`config.mk`:
```
export PLATFORM = sky130hd
export DESIGN_NAME = rgbw_frame_sender
export DESIGN_NICKNAME = d
export VERILOG_FILES = /design/src/rtl/rgbw_pkg.sv /design/src/rtl/rgbw_spi_byte_shifter.sv /design/src/rtl/rgbw_frame_sender.sv
export SDC_FILE = /design/constraint.sdc
export NUM_CORES = 1
export LEC_CHECK = 0
export ABC_AREA = 1
export BUFFER_PORTS_ARGS = -buffer_cell sky130_fd_sc_hd__buf_2
export CAP_MARGIN = 10
export CORE_MARGIN = 2
export CORE_UTILIZATION = 40
export CTS_CLUSTER_DIAMETER = 60
export DETAILED_ROUTE_END_ITERATION = 10
export GPL_ROUTABILITY_DRIVEN = 1
export PLACE_DENSITY = 0.7
export SLEW_MARGIN = 0
export SYNTH_ARGS = -nofsm -noshare
export SYNTH_HDL_FRONTEND = slang
export SYNTH_SLANG_ARGS = --single-unit
export TNS_END_PERCENT = 50
```
`constraint.sdc`:
```
create_clock -name clk -period 2.6 [get_ports clk]
set_clock_uncertainty 0.05 [all_clocks]
set_input_delay 0.39 -clock clk [delete_from_list [all_inputs] [get_ports clk]]
set_output_delay 0.39 -clock clk [all_outputs]
set_load 0.01 [all_outputs]
```
`src/rtl/rgbw_pkg.sv`:
```
// rgbw_pkg: constants and FSM encoding shared by the RGBW frame sender and the receive-side dispenser
package rgbw_pkg;
  localparam logic [7:0] SYNC_BYTE_DEFAULT = 8'h55;
  localparam int FRAME_BYTES = 8;
  typedef enum logic [1:0] {IDLE, SHIFT, GAP, TAIL} rgbw_state_t;
endpackage

```
`src/rtl/rgbw_spi_byte_shifter.sv`:
```
// rgbw_spi_byte_shifter: shifts one byte MSB first as SPI mode 0 and pulses byte_done on its final cycle
module rgbw_spi_byte_shifter #(
  parameter int CLK_DIV = 2
) (
  input  logic       clk,
  input  logic       reset,
  input  logic       load,
  input  logic       en,
  input  logic [7:0] data,
  output logic       sclk,
  output logic       msb,
  output logic       byte_done
);
  logic [7:0] sh;
  logic [7:0] div;
  logic [2:0] bit_cnt;
  logic       half_end;
  assign half_end  = div == 8'(CLK_DIV - 1);
  assign byte_done = en & sclk & half_end & (bit_cnt == 3'd7);
  assign msb       = sh[7];
  // half-period divider; sclk toggles each half, data advances on every falling edge
  always_ff @(posedge clk or posedge reset) begin
    if (reset) begin
      sh      <= '0;
      div     <= '0;
      bit_cnt <= '0;
      sclk    <= 1'b0;
    end else if (load) begin
      sh      <= data;
      div     <= '0;
      bit_cnt <= '0;
      sclk    <= 1'b0;
    end else if (en) begin
      div <= half_end ? 8'd0 : div + 8'd1;
      if (half_end) begin
        sclk <= ~sclk;
        if (sclk) begin
          sh      <= {sh[6:0], 1'b0};
          bit_cnt <= bit_cnt == 3'd7 ? bit_cnt : bit_cnt + 3'd1;
        end
      end
    end
  end
endmodule

```
`src/rtl/rgbw_frame_sender.sv`:
```
// rgbw_frame_sender: sends a sync byte plus seven snapshotted payload bytes as one SPI frame
module rgbw_frame_sender
  import rgbw_pkg::*;
#(
  parameter int         CLK_DIV   = 2,
  parameter logic [7:0] SYNC_BYTE = SYNC_BYTE_DEFAULT
) (
  input  logic       clk,
  input  logic       reset,
  input  logic       start,
  input  logic [7:0] lint_in,
  input  logic [7:0] colorIdx_in,
  input  logic [7:0] red_in,
  input  logic [7:0] green_in,
  input  logic [7:0] blue_in,
  input  logic [7:0] white_in,
  input  logic [7:0] mode_in,
  output logic       spi_sclk,
  output logic       spi_mosi,
  output logic       spi_cs_n,
  output logic       busy,
  output logic       done
);
  rgbw_state_t state, state_nx;
  logic [55:0] snap;
  logic [7:0]  cnt;
  logic        half;
  logic [2:0]  byte_idx;
  logic        cnt_end;
  logic        load;
  logic [7:0]  ld_data;
  logic        msb;
  logic        byte_done;
  assign cnt_end  = cnt == 8'(CLK_DIV - 1);
  assign busy     = state != IDLE;
  assign spi_cs_n = ~busy;
  assign spi_mosi = busy & msb;
  rgbw_spi_byte_shifter #(.CLK_DIV(CLK_DIV)) u_shifter (
    .clk(clk), .reset(reset), .load(load), .en(state == SHIFT), .data(ld_data),
    .sclk(spi_sclk), .msb(msb), .byte_done(byte_done)
  );
  // frame sequencing: gap is two divider rounds, tail is one
  always_comb begin
    state_nx = state;
    load     = 1'b0;
    ld_data  = SYNC_BYTE;
    case (state)
      IDLE:  if (start) begin state_nx = SHIFT; load = 1'b1; end
      SHIFT: if (byte_done) state_nx = byte_idx == 3'(FRAME_BYTES - 1) ? TAIL : GAP;
      GAP:   if (cnt_end && half) begin state_nx = SHIFT; load = 1'b1; ld_data = snap[55:48]; end
      TAIL:  if (cnt_end) state_nx = IDLE;
      default: state_nx = IDLE;
    endcase
  end
  // state, payload snapshot (consumed as a byte shift register) and gap/tail timing
  always_ff @(posedge clk or posedge reset) begin
    if (reset) begin
      state    <= IDLE;
      snap     <= '0;
      cnt      <= '0;
      half     <= 1'b0;
      byte_idx <= '0;
      done     <= 1'b0;
    end else begin
      state    <= state_nx;
      done     <= state == TAIL && cnt_end;
      snap     <= state == IDLE && start ? {lint_in, colorIdx_in, red_in, green_in, blue_in, white_in, mode_in}
                : state == GAP && load ? {snap[47:0], 8'h00} : snap;
      byte_idx <= state == IDLE ? 3'd0 : state == GAP && load ? byte_idx + 3'd1 : byte_idx;
      cnt      <= (state == GAP || state == TAIL) && !cnt_end ? cnt + 8'd1 : 8'd0;
      half     <= state == GAP ? half ^ cnt_end : 1'b0;
    end
  end
endmodule
```
* After elaboration in Yosys (flattened, before gate mapping) *
Index checks and enable logic that the tools add are counted.

storage, ports and cells
  word-level logic and storage cells = 83
  register bits = 91
  input bits = 59

cells by class
  reduce and logical (&&, ||, !) cells = 18
  bitwise logic cells = 7
  add/sub/neg operators = 4
  eq/ne operators = 12
  multiplexer cells = 32

operators by type and width
  operator                                                         count
  56-bit 2-to-1 mux                                                2
  8-bit 2-to-1 mux                                                 10
  3-bit 2-to-1 mux                                                 7
  8-bit by 1-bit adder with 8-bit output, second input constant    2
  8-bit by 1-bit == test with 1-bit output, second input constant  2
  2-bit nonzero test                                               6
  2-bit != test, second input constant                             5
  2-bit 2-to-1 mux                                                 4
  2-bit case mux with 4 select lines                               1
  4-bit AND reduction                                              2
  1-bit 2-to-1 mux                                                 7
  3-bit by 1-bit adder with 3-bit output, second input constant    2
  3-bit == test, second input constant                             2
  1-bit logical AND                                                5
  1-bit bitwise AND                                                4
  2-bit == test, second input constant                             2
  3-bit AND reduction                                              1
  2-bit by 1-bit == test with 1-bit output, second input constant  1
  2-bit zero test                                                  1
  1-bit NOT                                                        2
  1-bit case mux with 2 select lines                               1
  2-bit AND reduction                                              1
  1-bit zero test                                                  1
  1-bit logical OR                                                 1
  1-bit bitwise XOR                                                1

* Logic depth before layout (Yosys ltp) *
  depth in word-level cells = 7
  gate-level depth with buffers = 15
  mapped depth without buffers = 15

* Hierarchy *
Synthesis repeated with hierarchy kept, for this count alone.

second synthesis, totals
  cell total of the unflattened synthesis = 560
  area total of the unflattened synthesis = 4,631.9 µm²

by module, submodules not included
  module                 times used  seq. area each (µm²)  cells each  area each (µm²)
  rgbw_frame_sender      1           1,776.7               391         3,433.3
  rgbw_spi_byte_shifter  1           500.5                 169         1,198.6

* Least setup slack after synthesis *
Ideal clock, no wire load.

  kind = register to register
  start point = register cnt[1]
  end point = register u_shifter.sh[2]
  cell stages (with the launch flop) = 16
  data arrival time = 1.734 ns
  period minus slack after synthesis = 1.906 ns
  setup time = 0.122 ns
  path slack = 0.694 ns
  data required time = 2.428 ns
  cell sequence = dfrtp_1 inv_1 ha_1 nand2_1 nor2_1 nand2_1 inv_1 ha_1 nand3_2 nand2_4 inv_4 o21ai_4 nand2_4 buf_6 nand2_1 o21ai_2

between the ends
  longest elaborated chain between the ends = 6
  elaborated cells on any way between the ends = 11
  classes of those cells = 1 x eq/ne; 5 x mux; 5 x reduce/logical

RTL lines
  element                                     line                         source
  from (decl)                                 rgbw_frame_sender.sv:26      logic [7:0] cnt;
  from (signal assigned)                      rgbw_frame_sender.sv:70      cnt <= (state == GAP || state == TAIL) && !cnt_end ? cnt + 8'd1 : 8'd0;
  8-bit by 1-bit == test with 1-bit output *  rgbw_frame_sender.sv:34      assign cnt_end = cnt == 8'(CLK_DIV - 1);
  1-bit logical AND *                         rgbw_frame_sender.sv:50      GAP: if (cnt_end && half) begin state_nx = SHIFT; load = 1'b1; ld_data = snap[55:48]; end
  1-bit 2-to-1 mux                            rgbw_frame_sender.sv:50
  1-bit case mux with 2 select lines          rgbw_frame_sender.sv:47      case (state)
  2-bit nonzero test (no line)                -
  3-bit AND reduction (no line)               -
  to (signal assigned)                        rgbw_spi_byte_shifter.sv:29  sh <= data;
  to (signal assigned)                        rgbw_spi_byte_shifter.sv:38  sh <= {sh[6:0], 1'b0};
  to (decl)                                   rgbw_spi_byte_shifter.sv:14  logic [7:0] sh;

Mark *: on every way between the ends. The rest lies on a longest branch, timed or not.
A chain may end at the register's enable or synchronous reset.

* Worst setup path after layout *
Ends and elaborated chain as after synthesis.

==> results.txt <==
The region available for standard cell placement spans roughly 10,000 sq um. The critical-path cell with the highest stage delay is sky130_fd_sc_hd__dfrtp_1. The largest vdd supply drop came out at approximately 0.0005 V.

Entering global routing, the biggest net connects 38 pins. In the final design database the tool counted between 600 and 700 nets. The setup check on the worst reg-to-reg path leaves a slack of just under 300 ps. For the worst-skew pair, the clock arrives at the later sink with an insertion delay of about 360 ps. The routed layout has roughly 3,400 vias.

TritonCTS built the clock tree. The final hold violation count is 0. The start-to-end type of the worst setup path is flop to flop. The max-slew violation count came out at 0.

The actual slew at the worst max-slew pin is approximately 620 ps. The max-cap check violation count came out at 0. Counting distinct cell types in the post-synthesis netlist gives 31. The synthesized netlist net count is approximately 560. The critical path goes through inv_1 -> ha_1 -> nand2_1 -> nor2_1 -> nand2_1 -> inv_1 -> ha_1 -> nand3_2 -> nand2_4 -> inv_4 -> o21ai_4 -> nand2_4 -> nand2_1 -> o21ai_2. The first-pass iteration count of the detailed router is 5. The total inserted antenna cells is 0. Once placement completed, the tool counted placed cells totaling between 600 and 700. The startpoint kind of the worst setup timing path is a flop.

The final hold slack came out at 55.8 ps. The number of register bits inferred by synthesis came out at 91. The critical path startpoint is cnt[1]$_DFF_PP0_.

The wire-length estimate of the detail-placed layout is 6510 um. The H-tree was split into 3 levels. Compared with the post-synthesis result, the final layout area differs by 15.2%. STA puts the critical path data arrival time at roughly 2500 ps.

The total global-route track usage is around 17%. STA classifies the critical path endpoint as a flop. The quantity of hold-fixing buffers added after cts is 0. The initial core utilization came out at about 40%. The startpoint identified for the worst register-to-register timing path is cnt[1]$_DFF_PP0_. The setup TNS after final layout came out at 0 ps. The number of DRC markers in iteration 0 came out at ~140. The count of standard-cell rows is 37. The number of antenna violations at the first check in global routing is 0.

The width of the die came out at about 110 um. The via-per-instance ratio came out at approximately 4.9. The capture instance of the worst register-to-register path is u_shifter.sh[2]$_DFFE_PP0P_. Averaged over all synthesized cells, the footprint is around 8.7 sq um. The final routed DRC violation total came out at 0. In this run the remaining antenna-violating nets after routing total 0. The most numerous cell type found on the critical path is sky130_fd_sc_hd__nand2_1.

The top-level I/O count is 64. For the worst setup path, the data required time is ~2800 ps. The sum of routed wire length over all layers came out at about 9100 um. TritonCTS created 9 clock buffers. On the worst path, the slowest cell contributes a delay of approximately 410 ps. The buffer depth of the longest clock path is 2. The total standard cell area after synthesis came out at between 4000 and 5000 sq um. The depth of the worst register-to-register path is 14. The instance count on the critical path is 14. The clock root buffer master is sky130_fd_sc_hd__clkbuf_8. The final clock period utilization by the worst path came out at roughly nine tenths. The global-route congestion overflow total is 0. The area fraction of the dominant cell type after synthesis is 53.3%. The synthesized instance count came out at 490. The final setup slack of the worst path is 297 ps.

For this design, the sink count on the clock tree is 91. The total buffers and inverters traversed by the critical path is 3. Power spread over the standard cell area amounts to just over 1000 nW/um^2.

The global placement routability congestion is 0.813. The path class of the tightest hold or removal check is primary input to async pin. The register clock-pin slew on the reported worst setup and hold paths is 100 ps. The via count of the first global-routing pass came to 3,390.

The height of the chip is about 110 um. The die covers 11,500 sq um. For this run, the top clock speed supported by timing is approximately 0.43 GHz. The fraction of layout cells with a size suffix above 1 is 18.7%. The number of I/O port buffers is between 60 and 70. For this design the static power due to leakage is 2.50 nW. Setup repair after global routing left no endpoint under its margin. Summing the sequential cell areas from Yosys gives between 50% and 60% of the chip area.

The run finished with clean final reports. By area the synthesized netlist is led by sky130_fd_sc_hd__dfrtp_1, sky130_fd_sc_hd__nand2_1, sky130_fd_sc_hd__inv_1. The wire length per cell is approximately 13 um.

The top fanout value on the critical path came out at 19. The final period demand of the worst path came out at between 2000 and 2500 ps. The number of setup buffers added after CTS is 0.

sky130_fd_sc_hd__dfrtp_1 takes more of the synthesized area than any other cell. Measured against its own limit, the worst slew margin works out to between 50% and 60%. The final cell count without fillers came out at slightly below 700. After clock tree synthesis, the repair step resized 0 gates. The synthesis warning total is 0. The number of setup violations in the final report came out at 0.

At the placement stage, the worst setup path has a slack of ~290 ps. The utilization after layout came out at a little under half. Grouping stages by cell kind, the critical path spends the most delay in simple AND/OR/NAND/NOR gates. The first-pass GRT wire length is around 15,000 um.
how the worst max path moves through the flow:
stage / endpoint / slack, ps
floorplan: u_shifter.sh[2]$_DFFE_PP0P_ / 690
global placement: u_shifter.sh[4]$_DFFE_PP0P_ / 370
detailed placement: u_shifter.sh[2]$_DFFE_PP0P_ / 290
CTS: u_shifter.sh[2]$_DFFE_PP0P_ / 280
global route: u_shifter.sh[6]$_DFFE_PP0P_ / 100
finish: u_shifter.sh[2]$_DFFE_PP0P_ / 300
cells in the final DEF (no fill, tap or decap), types with 7 or more instances in the layout:
cell type | synthesis | routed
sky130_fd_sc_hd__a21oi_1 | 9 | 9
sky130_fd_sc_hd__a22o_1 | 10 | 10
sky130_fd_sc_hd__buf_2 | 4 | 63
sky130_fd_sc_hd__buf_4 | 2 | 7
sky130_fd_sc_hd__clkbuf_8 | 0 | 9
sky130_fd_sc_hd__dfrtp_1 | 91 | 91
sky130_fd_sc_hd__ha_1 | 9 | 9
sky130_fd_sc_hd__inv_1 | 53 | 52
sky130_fd_sc_hd__nand2_1 | 165 | 165
sky130_fd_sc_hd__nand3_1 | 35 | 35
sky130_fd_sc_hd__nor2_1 | 24 | 24
sky130_fd_sc_hd__o211ai_1 | 16 | 16
sky130_fd_sc_hd__o21ai_0 | 10 | 10
sky130_fd_sc_hd__o221ai_1 | 8 | 8
sky130_fd_sc_hd__o22ai_1 | 9 | 9
layout make-up:
class | instances | area, sq um
inverters | 55 | 213
well taps | 136 | 170
fillers | 1023 | 5440
multi-input cells | 324 | 1660
flip-flops and latches | 91 | 2280
repair buffers | 72 | 408
clock inverters | 6 | 71.3
clock buffers | 9 | 124
metal layers:
| layer | global-route usage (%) | up-vias | wire length [um] |
|---|---|---|---|
| li1 | - | 1727 | - |
| met1 | 23.2 | 1582 | 4470 |
| met2 | 26.4 | 65 | 4180 |
| met3 | 4.30 | 11 | 360 |
| met4 | 4.67 | 0 | 122 |
| met5 | 0 | - | 0 |
per-stage QoR:
| stage | cell area, sq um | power, W |
|---|---|---|
| 2_1_floorplan | 4280 | 0.00363 |
| 3_3_place_gp | 4730 | 0.00397 |
| 3_5_place_dp | 4730 | 0.00405 |
| 4_1_cts | 4930 | 0.00503 |
| 5_1_grt | 4930 | 0.00541 |
| 6_report | 4930 | 0.00499 |
state kept, by name, summed over array words and instances, names as in the netlist, 2 cells and up:
register / flops
cnt: 8
u_shifter.sh: 8
byte_idx: 3
snap: 56
u_shifter.bit_cnt: 3
u_shifter.div: 8
state: 2
kinds of logic after synthesis:
kind of cell    share of synthesized area [%]
simple gates                             24.6
flops                                    53.3
buf+inv                                  7.81
compound gates                           11.6
fa+ha+maj                                2.63
synthesized netlist by cell type (all sizes together):
cell type  count
inv           55
nand3         38
nor2          25
nand4          6
nand2        171
ha             9
a22oi          1
nor3b          3
o221ai         8
nor3           2
o21ai         15
o211ai        16
buf           11
a21oi          9
o22ai          9
a22o          10
clkbuf         9
dfrtp         91
o31ai          1
a31oi          1
power by group:
group | internal, W | switching (W)
Sequential | 0.00198 | 0.000311
Combinational | 0.000653 | 0.00108
Clock | 0.000449 | 0.000522
Total | 0.00308 | 0.00191
No activity file was read; power rests on OpenSTA's default activity.
